### config.mk
export PLATFORM = sky130hd
export DESIGN_NAME = spi_master
export DESIGN_NICKNAME = d
export VERILOG_FILES = /design/src/rtl/spi_pkg.sv /design/src/rtl/spi_tick_div.sv /design/src/rtl/spi_master.sv
export SDC_FILE = /design/constraint.sdc
export NUM_CORES = 1
export LEC_CHECK = 0
export CAP_MARGIN = 25
export CORE_ASPECT_RATIO = 0.7
export CORE_MARGIN = 2
export CORE_UTILIZATION = 51
export CTS_CLUSTER_SIZE = 25
export DETAILED_ROUTE_END_ITERATION = 10
export GPL_ROUTABILITY_DRIVEN = 0
export GPL_TIMING_DRIVEN = 0
export PLACE_DENSITY_LB_ADDON = 0.2
export SYNTH_ARGS = -nofsm -noshare
export SYNTH_HDL_FRONTEND = slang
export SYNTH_HIERARCHICAL = 1
export SYNTH_SLANG_ARGS = --single-unit
### constraint.sdc
create_clock -name clk -period 2.25 [get_ports clk]
set_clock_uncertainty 0.05 [all_clocks]
set_input_delay 0.3375 -clock clk [delete_from_list [all_inputs] [get_ports clk]]
set_output_delay 0.3375 -clock clk [all_outputs]
set_load 0.05 [all_outputs]
### src/rtl/spi_pkg.sv
// Shared definitions for the SPI master.
// Holds the state encoding and width/divider limits.
package spi_pkg;

   localparam int SPI_DATA_W  = 8;
   localparam int SPI_MIN_DIV = 2;

   typedef enum logic [2:0] {
      ST_IDLE  = 3'd0,
      ST_SETUP = 3'd1,
      ST_XFER  = 3'd2,
      ST_HOLD  = 3'd3,
      ST_GAP   = 3'd4
   } spi_state_e;

endpackage

### src/rtl/spi_tick_div.sv
// SCK half-period divider for the SPI master.
// Counts 0..CLK_DIV-1; tick marks the terminal count.
module spi_tick_div #(
   parameter int CLK_DIV = 4
) (
   input  logic clk,
   input  logic rst,
   input  logic clr,
   output logic tick
);

   localparam int CW = (CLK_DIV > 1) ? $clog2(CLK_DIV) : 1;

   logic [CW-1:0] cnt;

   assign tick = (cnt == CW'(CLK_DIV - 1));

   // free-running counter, restarted on clear and on terminal count
   always_ff @(posedge clk) begin
      if (rst || clr || tick) begin
         cnt <= '0;
      end else begin
         cnt <= cnt + 1'b1;
      end
   end

endmodule

### src/rtl/spi_master.sv
// SPI mode-0 master, MSB first, one word per start.
// FSM and shift register; timing from spi_tick_div.
module spi_master
   import spi_pkg::*;
#(
   parameter int CLK_DIV = 4,
   parameter int DATA_W  = SPI_DATA_W
) (
   input  logic              clk,
   input  logic              rst,
   input  logic              start,
   input  logic              keep_ss,
   input  logic [DATA_W-1:0] data_in,
   output logic              busy,
   output logic              done,
   output logic [DATA_W-1:0] data_out,
   output logic              sck,
   output logic              mosi,
   input  logic              miso,
   output logic              ss
);

   if (CLK_DIV < SPI_MIN_DIV) begin : g_bad_div
      $error("spi_master: CLK_DIV must be at least %0d", SPI_MIN_DIV);
   end

   localparam logic [2:0] S_IDLE  = ST_IDLE;
   localparam logic [2:0] S_SETUP = ST_SETUP;
   localparam logic [2:0] S_XFER  = ST_XFER;
   localparam logic [2:0] S_HOLD  = ST_HOLD;
   localparam logic [2:0] S_GAP   = ST_GAP;

   localparam int HW = $clog2(2 * DATA_W);

   logic [2:0]        state;
   logic [2:0]        nxt;
   logic [DATA_W-1:0] sr;
   logic              rx_bit;
   logic              keep_q;
   logic [HW-1:0]     hcnt;
   logic              tick;
   logic              clr;
   logic              last_half;
   logic              last_fall;

   assign last_half = (hcnt == HW'(2 * DATA_W - 1));
   assign last_fall = (hcnt == HW'(2 * DATA_W - 2));
   assign clr       = (nxt != state);

   spi_tick_div #(
      .CLK_DIV (CLK_DIV)
   ) u_div (
      .clk  (clk),
      .rst  (rst),
      .clr  (clr),
      .tick (tick)
   );

   // next-state selection
   always_comb begin
      nxt = state;
      unique case (state)
         S_IDLE:  if (start) nxt = S_SETUP;
         S_SETUP: if (tick) nxt = S_XFER;
         S_XFER:  if (tick && last_half) nxt = S_HOLD;
         S_HOLD:  if (tick) nxt = keep_q ? S_IDLE : S_GAP;
         S_GAP:   if (tick) nxt = S_IDLE;
         default: nxt = S_IDLE;
      endcase
   end

   // state register, shifter and registered SPI outputs
   always_ff @(posedge clk) begin
      if (rst) begin
         state    <= S_IDLE;
         sr       <= '0;
         rx_bit   <= 1'b0;
         keep_q   <= 1'b0;
         hcnt     <= '0;
         busy     <= 1'b0;
         done     <= 1'b0;
         data_out <= '0;
         sck      <= 1'b0;
         mosi     <= 1'b0;
         ss       <= 1'b1;
      end else begin
         state <= nxt;
         done  <= 1'b0;
         unique case (state)
            S_IDLE: begin
               if (start) begin
                  sr     <= data_in;
                  keep_q <= keep_ss;
                  ss     <= 1'b0;
                  mosi   <= data_in[DATA_W-1];
                  busy   <= 1'b1;
                  hcnt   <= '0;
               end
            end
            S_SETUP: begin
               if (tick) begin
                  sck    <= 1'b1;
                  rx_bit <= miso;
               end
            end
            S_XFER: begin
               if (tick) begin
                  hcnt <= hcnt + 1'b1;
                  if (sck) begin
                     sck <= 1'b0;
                     sr  <= {sr[DATA_W-2:0], rx_bit};
                     if (!last_fall) mosi <= sr[DATA_W-2];
                  end else if (!last_half) begin
                     sck    <= 1'b1;
                     rx_bit <= miso;
                  end
               end
            end
            S_HOLD: begin
               if (tick) begin
                  data_out <= sr;
                  done     <= 1'b1;
                  if (keep_q) busy <= 1'b0;
                  else ss <= 1'b1;
               end
            end
            S_GAP: begin
               if (tick) busy <= 1'b0;
            end
            default: ;
         endcase
      end
   end

endmodule

# Word level (Yosys, flattened, before mapping)
# Index checks and enable logic that the tools add are counted.
[op_classes]
n_reduce_logical = 18
bitwise = 1
n_addsub = 2
n_eq_ne = 19
muxes = 39
[op_table]
columns = ["cell", "n"]
rows = [
  ["2-to-1 mux 8 bit", 3],
  ["!= test 2 bit (second input constant)", 11],
  ["2-to-1 mux 1 bit", 20],
  ["2-to-1 mux 3 bit", 6],
  ["one-hot mux 8 bit (2 select lines)", 1],
  ["one-hot mux 3 bit (5 select lines)", 1],
  ["AND reduction 5 bit", 3],
  ["equality test 4 bit (second input constant)", 2],
  ["2-to-1 mux 4 bit", 2],
  ["one-hot mux 1 bit (2 select lines)", 4],
  ["one-hot mux 4 bit (2 select lines)", 1],
  ["AND reduction 4 bit", 2],
  ["equality test 3 x 2 -> 1 bit (second input constant)", 2],
  ["AND reduction 3 bit", 2],
  ["nonzero test 2 bit", 3],
  ["adder 4 x 1 -> 4 bit (second input constant)", 1],
  ["AND reduction 2 bit", 2],
  ["equality test 3 x 1 -> 1 bit (second input constant)", 1],
  ["equality test 3 bit (second input constant)", 1],
  ["zero test 3 bit", 1],
  ["!= test 3 bit", 1],
  ["one-hot mux 1 bit (3 select lines)", 1],
  ["nonzero test 3 bit", 1],
  ["adder 2 x 1 -> 2 bit (second input constant)", 1],
  ["5 further kinds", 6],
]
[word_totals]
wordCells = 91
in_bits = 13
reg_bits = 32
output_inout_bits = 13

# Longest topological paths before layout
# Gate-level depths: netlist (run 1).
[depth]
depth_word = 7
depth_mapped = 7
mapped_depth_nobuf = 5

# By module
# The synthesis (run 1) kept the hierarchy.
[modules_own_cells]
columns = ["mod", "instances", "seq_area_each_um2", "cells_per_inst", "area_each_um2"]
rows = [
  ["spi_master", 1, 600.6, 154, 1361.3],
  ["spi_tick_div", 1, 40.0, 5, 80.1],
]

# Least setup slack after synthesis (run 1)
# OpenSTA, ideal clock, no wires.
[synth_timing]
kind = "register to register"
startpoint = "register u_div.cnt[0]"
endpoint = "register sr[7]"
arrival_time_ns = 1.601
period_less_slack_ns = 1.737
setup_time_ns = 0.086
required_ns = 2.114
path_slack_ns = 0.513
path_stages_with_launch = 8
cell_sequence = "dfxtp_1 -> ha_1 -> clkbuf_1 -> nand3_1 -> a21oi_4 -> buf_6 -> nor2_1 -> a211oi_1"
[synth_between]
elab_chain_cells = 3
[synth_lines]
columns = ["element", "line", "rtl"]
rows = [
  ["from (decl)", "spi_tick_div.sv:14", "logic [CW-1:0] cnt;"],
  ["from (signal assigned)", "spi_tick_div.sv:23", "cnt <= cnt + 1'b1;"],
  ["equality test 2 bit", "spi_tick_div.sv:16", "assign tick = (cnt == CW'(CLK_DIV - 1));"],
  ["named net tick", "spi_master.sv:41", "logic tick;"],
  ["!= test 2 bit (no source line)", "-", ""],
  ["AND reduction 4 bit (no source line)", "-", ""],
  ["to (signal assigned)", "spi_master.sv:92", "sr <= data_in;"],
  ["to (signal assigned)", "spi_master.sv:111", "sr <= {sr[DATA_W-2:0], rx_bit};"],
  ["to (decl)", "spi_master.sv:37", "logic [DATA_W-1:0] sr;"],
]
# The timed path passes the listed nets, and every way through them passes these cells.
# A chain may end at the register's enable or synchronous reset.

# Worst setup path after layout (run 1)
# Same ends and word-level chain as after synthesis.

==> results of run 1 <==
[logic make-up after synthesis]
logic type | share of synthesized area
AND/OR/NAND/NOR | 0.211
flip-flops | 0.444
adder cells (fa/ha/maj) | 0.0260
multiplexers | 0.0625
buffers and inverters | 0.0642
XOR/XNOR | 0.0243
AO/OA/AOI/OAI | 0.168
[metal layers]
layer,vias up,global-route usage,share of wire
met4,0,0.146,0.033
met1,601,0.319,0.47
li1,626,-,-
met3,12,0.0581,0.055
met2,49,0.330,0.44
met5,-,0,0
[worst max path at each step]
stage                             from       end  slack, ns  cells past startpoint
after global placement    u_div/cnt[0]     sr[7]       0.33                      7
final                     u_div/cnt[0]     sr[7]       0.24                      7
after global routing      u_div/cnt[0]  state[2]       0.12                      6
after detailed placement  u_div/cnt[0]     sr[7]       0.29                      7
after floorplan           u_div/cnt[0]     sr[7]       0.51                      7
after CTS                 u_div/cnt[0]     sr[7]       0.26                      7
[registers in the layout, summed over array words and instances, names as in the netlist]
name / count
hcnt: 4
ss: 1
done: 1
u_div/cnt: 2
state: 3
data_out: 8
sck: 1
mosi: 1
sr: 8
rx_bit: 1
keep_q: 1
busy: 1
[placed cells by master, fill, tap and decap left out, types with 3 or more instances in the layout]
cell | netlist | final
nand2_1 | 24 | 24
buf_6 | 5 | 5
inv_1 | 3 | 3
nand4_1 | 3 | 3
ha_1 | 3 | 3
nand3_1 | 3 | 3
nor3_1 | 5 | 5
clkbuf_8 | 0 | 5
clkbuf_1 | 4 | 5
a211oi_1 | 8 | 8
xor2_1 | 4 | 4
a21oi_1 | 14 | 14
dfxtp_1 | 32 | 32
mux2i_1 | 9 | 9
clkdlybuf4s50_1 | 0 | 25
nor2_1 | 17 | 17
a31oi_1 | 3 | 3
[power breakdown]
part | switching (mW) | total, mW | internal, mW
logic | 0.0854 | 0.153 | 0.0675
registers | 0.0190 | 0.610 | 0.591
clock network | 0.207 | 0.535 | 0.328
total | 0.311 | 1.30 | 0.987
[cell type report]
cell class                      count  area (sq um)
Buffer                             11          81.3
Clock buffer                        6          72.6
Clock inverter                      2          35.0
Fill cell                         221           898
Inverter                            3          11.3
Multi-Input combinational cell    113           708
Sequential cell                    32           641
Tap cell                           36          45.0
Timing Repair Buffer               25           250
[worst max-delay path: stages (launching register included)]
cell and delay, ns:
dfxtp_1 0.35, ha_1 0.24, clkbuf_1 0.34, nand3_1 0.19, a21oi_4 0.32, buf_6 0.19
nor2_1 0.05, a211oi_1 0.18
[stage by stage]
step	total power [mW]	worst slack, ns
finish	1.30	0.239
global route	1.34	0.124
CTS	1.30	0.255
detailed placement	0.771	0.287
global placement	0.765	0.334
floorplan	0.714	0.513
==> summary.md, run 1 <==
| Metric | Value |
|---|---|
| Tcrit/Tclk final | `0.894` |
| Synth unique cells | `35` |
| DRT Wirelength | `3.52 mm` |
| Vias in the first global route | `about 1200` |
| Syn_nets | `175` |
| HP Class | `reg2reg` |
| DR pass1 iterations | `4` |
| HP Start | `u_div/cnt[0]` |
| Final Instance Area | `1840 sq um` |
| IO buf count | `25` |
| Crit path DAT | `2.16 ns` |
| RSZ-0062 raised after global routing | `false` |
| Routed Antenna Nets | `0` |
| Placed insts | `220` |
| Htree depth | `2` |
| CP Class | `reg2reg` |
| Resize count post-CTS | `0` |
| Die X | `67.5 um` |
| Routed vias | `1288` |
| Worst-skew pair later-pin latency | `0.29 ns` |
| Post-synth top flop | `dfxtp_1` |
| Synth area leaders | `dfxtp_1, mux2i_1, nand2_1, a21oi_1, nor2_1` |
| Routed len/inst | `15.4 um` |
| Syn Std Cell Area | `1440 sq um` |
| Chip height | `a little under 50 um` |
| Final Net Count | `207` |
| Worst Hold Path EP | `u_div/cnt[0]` |
| Synth area leader | `dfxtp_1` |
| Setup violators final | `0` |
| Final core occ | `0.672` |
| Share of the synthesized area in the top cell type | `0.444` |
| Post-CTS setup buffers | `0` |
| CP endpoint kind | `flip-flop` |
| Antenna violations before repair | `0` |
| Rel. slew slack | `0.642` |
| Reg2Reg Setup Slack | `0.24 ns` |
| R2R depth | `7` |
| I/O pin count | `26` |
| Worst hold margin | `0.389 ns` |
| Iteration-0 DRC Markers | `about 110` |
| Max_cap viols | `0` |
| Run status | `complete, no violations` |
| Synth Register Bits | `32` |
| Placed Area | `between 1500 and 2000 sq um` |
| Layout cell share with drive strength beyond 1 | `0.104` |
| Seq/Total Area, Yosys | `0.444` |
| Min Tclk post-route | `2.01 ns` |
| CTS root buf | `clkbuf_8` |
| Critical R2R Capture | `sr[7]` |
| # rows | `16` |
| Worst r2r src | `u_div/cnt[0]` |
| Worst endpoint required time | `2.40 ns` |
| Worst setup SP type | `flip-flop` |
| Worst-Margin Slew | `0.536 ns` |
| Pleak | `just over 0.7 nW` |
| Core ar. | `2740 sq um` |
| Clk slew on worst S/H paths | `0.07 ns` |
| Starting density of the core | `0.526` |
| Global-route usage over all layers | `0.235` |
| Hold depth | `1` |
| Syn. warnings | `6` |
| Hold Vio Cnt, Final | `0` |
| Die Area | `~3300 sq um` |
| Ys async rst share | `0` |
| Most numerous cell in the Yosys netlist | `dfxtp_1` |
| Crit-path max FO | `10` |
| Drt drc | `0` |
| Largest net degree at the start of global routing | `11` |
| Drt via density | `5.65` |
| Detail Placement HPWL | `between 2 and 3 mm` |
| Worst-case clock buffer depth | `2` |
| Power per cell area | `704 nW/um^2` |
| Cell Count, Final, Fillers Out | `about 230` |
| Peak supply drop | `0.000644 V` |
| Clock net sink count | `32` |
| CTS tree | `done` |
| Synth top cells by count | `dfxtp_1, nand2_1, nor2_1` |
| First-pass GRT wire length | `5.50 mm` |
| Mapped Cells | `about 160` |
| Diode count | `0` |
| Number of synthesized flops with an enable pin | `0` |
| Num CTS Buffers | `5` |
| Area delta synth->final | `28.0%` |
| Cts hold-fix bufs | `0` |
| GRT Residual Overflow | `0` |
| Syn Area/Cell | `9.07 sq um` |
| Fmax | `roughly 0.5 GHz` |
| Max Transition Viols Final | `0` |
| Final setup TNS | `0 ns` |
Power figures use the tool's default switching activity.
==> inputs of run 2 (changes only) <==
ABC_AREA = 1   (was default)
==> run 2 against run 1 <==
Effect of this change: maximum frequency grew 9.0%; flip-flop and latch count is the same; combinational power up 5%; wire length down 9.5%; clock power is essentially flat; synthesized cell count is 29% higher; area after synthesis grew 4.9%; register-to-register slack improved by 0.17 ns; hold slack lost 0.018 ns; power is 0.45% higher; largest cell class unchanged; highest routed layer unchanged.
==> summary.md, run 2 <==
| Metric | Value |
|---|---|
| Run status | `complete, no violations` |
| Final core occ | `0.683 (+0.0106)` |
| P_sw | `0.318 mW (+2.0%)` |
| Layout cell share with drive strength beyond 1 | `0.118 (+0.0135)` |
| Detail Placement HPWL | `2.33 mm (-7.1%)` |
| Worst-skew pair later-pin latency | `0.28 ns (about the same)` |
| Cell internal pwr | `0.987 mW (about the same)` |
| Worst-case clock buffer depth | `2 (unchanged)` |
| Vias in the first global route | `1241 (+7.4%)` |
| Mapped Cells | `205 (+29%)` |
| Clk slew on worst S/H paths | `0.06 ns (about the same)` |
| HP Class | `reg2reg` |
| Max_cap viols | `0 (unchanged)` |
| Chip height | `49.5 um (+2.2%)` |
| Peak supply drop | `0.000406 V (-37%)` |
| Clock net sink count | `32 (unchanged)` |
| Cell Count, Final, Fillers Out | `274 (+20%)` |
| Pre-CTS setup slack | `0.285 ns (-0.00106 ns)` |
| RSZ-0062 raised after global routing | `false` |
| Rel. slew slack | `0.640 (-0.00205)` |
| Most frequent cells in the layout | `nand2_1, dfxtp_1, clkdlybuf4s50_1` |
| Worst-Margin Slew | `0.539 ns (+0.00308 ns)` |
| CP cell instances | `ha_1 > clkbuf_1 > nand3_2 > a31oi_1 > nand2_1 > nor2_1 > nand2_1 > nor2_1` |
| Iteration-0 DRC Markers | `75 (-29%)` |
| Post-CTS setup buffers | `0 (unchanged)` |
| Setup violators final | `0 (unchanged)` |
| Starting density of the core | `0.539 (+0.0137)` |
| Synth Register Bits | `32 (unchanged)` |
| Cts hold-fix bufs | `0 (unchanged)` |
| CP endpoint kind | `flip-flop` |
| Syn. warnings | `6 (unchanged)` |
| Post-synth top flop | `dfxtp_1` |
| Kind of cell adding the most delay to the critical path | `simple AND/OR/NAND/NOR gates` |
| Max stage delay cell, worst path | `clkbuf_1` |
| Worst endpoint required time | `2.42 ns (+0.02 ns)` |
| GRT Residual Overflow | `0 (unchanged)` |
| Largest net degree at the start of global routing | `11 (unchanged)` |
| Final WS setup | `0.405 ns (+0.166 ns)` |
| HP Start | `u_div/cnt[0]` |
| Synth area leader | `dfxtp_1` |
| Synth top cells by count | `nand2_1, dfxtp_1, inv_1` |
| IO buf count | `25 (unchanged)` |
| Hold Vio Cnt, Final | `0 (unchanged)` |
| Resize count post-CTS | `0 (unchanged)` |
| Tcrit/Tclk final | `0.820 (-0.0736)` |
| Sequential power share | `0.466 (-0.004)` |
| Critical Path Source | `u_div/cnt[0]` |
| Hold depth | `1 (unchanged)` |
| First-pass GRT wire length | `5.44 mm (-1.0%)` |
| Clock power frac | `0.411 (about the same)` |
| Synth area leaders | `dfxtp_1, nand2_1, a21oi_1, nand3_1, inv_1` |
| Syn_nets | `221 (+26%)` |
| Share of the synthesized area in the top cell type | `0.424 (-0.0206)` |
| CTS tree | `done` |
| Drt drc | `0 (unchanged)` |
| Routed vias | `1383 (+7.4%)` |
| Num CTS Buffers | `5 (unchanged)` |
| Worst path max stage delay | `0.44 ns (+0.09 ns)` |
| Placed insts | `266 (+21%)` |
| Comb pwr share | `0.124 (+0.006)` |
| Global-route usage over all layers | `0.198 (-0.0368)` |
| Die Area | `3420 sq um (+4.5%)` |
| I/O pin count | `26 (unchanged)` |
| Power per cell area | `681 nW/um^2 (-3.2%)` |
| Commonest non-fill, non-tap cell in the layout | `nand2_1` |
| Number of synthesized flops with an enable pin | `0 (unchanged)` |
| Diode count | `0 (unchanged)` |
| Area delta synth->final | `26.7%` |
| Most numerous cell in the Yosys netlist | `nand2_1` |
| Worst Hold Path EP | `u_div/cnt[0]` |
| Routed Antenna Nets | `0 (unchanged)` |
| Final Net Count | `253 (+22%)` |
| Syn Std Cell Area | `1510 sq um (+4.9%)` |
| Fmax | `0.542 GHz (+9.0%)` |
| Pleak | `0.788 nW (+9.0%)` |
| Critical R2R Capture | `u_div/cnt[1]` |
| DR pass1 iterations | `4 (unchanged)` |
| Max Transition Viols Final | `0 (unchanged)` |
| Syn Area/Cell | `7.37 sq um (-19%)` |
| Seq/Total Area, Yosys | `0.424 (-0.0206)` |
| Worst setup SP type | `flip-flop` |
| CTS root buf | `clkbuf_8` |
| DRT Wirelength | `3.19 mm (-9.5%)` |
| Htree depth | `2 (unchanged)` |
| Net Sw Frac | `0.243 (+0.00358)` |
| Core ar. | `2800 sq um (+2.2%)` |
| Die X | `69.1 um (+2.3%)` |
| Synth unique cells | `25 (-29%)` |
| Antenna violations before repair | `0 (unchanged)` |
| Crit-path max FO | `10 (unchanged)` |
| Worst r2r src | `u_div/cnt[0]` |
| Drt via density | `5.05 (-11%)` |
| Crit path DAT | `2.01 ns (-0.15 ns)` |
| # rows | `16 (unchanged)` |
| Routed len/inst | `11.6 um (-25%)` |
| Min Tclk post-route | `1.84 ns (-0.166 ns)` |
| Reg2Reg Setup Slack | `0.41 ns (+0.17 ns)` |
| Buffers & Inverters on Critical Path | `1 (-1)` |
| CP Class | `reg2reg` |
| Biggest regs | `data_out x8, sr x8, hcnt x4` |
| Ys async rst share | `0 (unchanged)` |
| R2R depth | `8 (+1)` |
| Final setup TNS | `0 ns (unchanged)` |
## run 2: changes by cell type after synthesis, sizes merged, moves of 2 or more
cell    before  now
a211oi       8    0
a21oi       15   24
a31oi        3    1
buf          7    4
inv          3   23
mux2i        9    0
nand2       24   49
nand3        3   23
nand4        3    1
nor3         5    2
o21ai        2   20
xor2         4    0
## run 2: area by class of cell
class | instances | area [sq um]
multi-input combinational | 143 | 734
buffer | 7 | 50.0
sequential | 32 | 641
tap | 36 | 45.0
clock buffer | 6 | 72.6
timing repair buffer | 25 | 250
inverter | 23 | 86.3
fill | 249 | 888
clock inverter | 2 | 35.0
## run 2: logic make-up (layout without fill, tap and decap cells)
kind of cell / count (synthesis) / count (layout) / synth area share
AOI/OAI and AO/OA: 46 / 46 / 0.167
buffers and inverters: 30 / 63 / 0.0902
and+or+nand+nor: 94 / 94 / 0.294
adders and majority gates: 3 / 3 / 0.0248
DFF: 32 / 32 / 0.424
## run 2: worst max-delay path by stage
stage,endpoint,slack (ns),cells past startpoint
global placement,hcnt[1],0.28,4
CTS,sck,0.41,1
finish,u_div/cnt[1],0.41,8
floorplan,u_div/cnt[0],0.72,8
detailed placement,hcnt[1],0.29,4
global route,u_div/cnt[1],0.17,8
## run 2: power groups by stage
stage               Sequential (mW)  Combinational, mW  Clock [mW]
floorplan                     0.634             0.0920           0
global placement              0.619              0.158           0
detailed placement            0.620              0.160           0
CTS                           0.608              0.161       0.545
global route                  0.610              0.179       0.568
finish                        0.608              0.161       0.535
## run 2: routing by layer
layer	GRT usage	wire, um	vias to the layer above
met4	0.0588	38	0
met2	0.301	1290	31
li1	-	-	734
met1	0.277	1680	611
met5	0	0	-
met3	0.0511	177	7
## run 2: through the flow
step / cell area, sq um / hold slack, ns / power, mW
floorplan: 1510 / 0.347 / 0.726
global placement: 1810 / 0.358 / 0.777
detailed placement: 1810 / 0.368 / 0.780
CTS: 1910 / 0.377 / 1.31
global route: 1910 / 0.395 / 1.36
finish: 1910 / 0.372 / 1.30
==> RTL edit, RTL diff (config.mk and constraints of run 2) <==
Register the output `data_out` once more; this adds one clock of latency there. The other outputs are not delayed to match.
--- a/src/rtl/spi_master.sv
+++ b/src/rtl/spi_master.sv
@@ -20,4 +20,6 @@
    output logic              ss
 );
+
+   logic [DATA_W-1:0] data_s0;
 
    if (CLK_DIV < SPI_MIN_DIV) begin : g_bad_div
@@ -80,5 +82,5 @@
          busy     <= 1'b0;
          done     <= 1'b0;
-         data_out <= '0;
+         data_s0 <= '0;
          sck      <= 1'b0;
          mosi     <= 1'b0;
@@ -119,5 +121,5 @@
             S_HOLD: begin
                if (tick) begin
-                  data_out <= sr;
+                  data_s0 <= sr;
                   done     <= 1'b1;
                   if (keep_q) busy <= 1'b0;
@@ -133,4 +135,8 @@
    end
 
+   always_ff @(posedge clk) begin
+      data_out <= data_s0;
+   end
+
 endmodule
 
Formal check against the unedited RTL: same outputs for any inputs over 10 cycles, from zero or initial values and one cycle with rst high; that may be too few to reach the edited logic, so the function may still have changed.
==> RTL edit against run 2 <==
Synthesized area grew 15%. Setup slack is essentially flat. Sequential cell count grew 8. Wire length grew 12%. Power grew 16%. Design area grew 12%. Sequential power grew 25%. Global-route usage grew 1.3 points.
==> RTL edit: results (changes against run 2) <==
| Metric | Value |
|---|---|
| Crit path DAT | `1460 ps (-550 ps)` |
| Status | `finished clean` |
| WHS | `301 ps (-70.4 ps)` |
| Final-stage net count | `275 (+8.7%)` |
| Reg-to-Reg End | `u_div/cnt[0]` |
| Synth top area cells | `dfxtp_1 (46%), nand2_1 (13%), a21oi_1 (6.3%)` |
| DP Wirelength | `2480 µm (+6.5%)` |
| Slowest stage cell on the critical path | `clkdlybuf4s50_1` |
| Share of layout cells above drive strength 1 | `12.3% (+0.54 points)` |
| Fillers | `279 (+12%)` |
| Worst Hold Path Cells | `0 (-1)` |
| Netlist cell types | `30 (+20%)` |
| Global-route wire length before repair | `6010 µm (+10%)` |
| Clk pin slew, worst setup/hold paths | `80 ps (+20 ps)` |
| Vias in the first global route | `1274 (+2.7%)` |
| Relative slew slack | `65.6% (+1.5 points)` |
| Setup crit start | `sck` |
| Reg2reg setup slack | `570 ps (+160 ps)` |
| Maximum clock rate | `542 MHz (about the same)` |
| HP Start | `data_s0[0]` |
| Seq group | `0.759 mW (+25%)` |
| Dpl ws | `190 ps (-95.2 ps)` |
| PD cells | `707 nW/µm² (+3.8%)` |
| Comb power frac | `11.7% (-0.7 points)` |
| FF+latch area | `801 µm² (+25%)` |
| Slowest stage delay, CP | `810 ps (+370 ps)` |
| Largest registers | `data_out x8, data_s0 x8, sr x8` |
| WP depth | `1 (-7)` |
| DR vias/cell | `5.14 (+1.9%)` |
| GRT Util Overall | `21.1% (+1.3 points)` |
==> RTL edit: cell type report <==
type | count | area share (%)
plain buffers | 10 | 3.38
clock buffers | 5 | 3.21
clock inverters | 3 | 1.98
inverters | 14 | 2.45
multi-input cells | 163 | 37.7
flip-flops and latches | 40 | 37.3
well taps | 38 | 2.22
repair buffers | 25 | 11.7
==> RTL edit: cell families (layout without fill, tap and decap cells) <==
group                    Yosys count  count (layout)  share of synthesized area, %
AO/OA/AOI/OAI                     39              39                          11.9
flip-flops                        40              40                          46.1
buffers and inverters             24              57                          7.21
AND/OR/NAND/NOR                  120             120                          32.1
XOR/XNOR                           1               1                         0.505
adder cells (fa/ha/maj)            3               3                          2.16
==> RTL edit: metal layers <==
metal	global-route usage (%)	share of wire (%)	up-vias
li1	-	-	799
met2	28.9	41	46
met3	5.19	6.4	8
met4	9.09	1.8	0
met5	0	0	-
met1	30.9	51	679
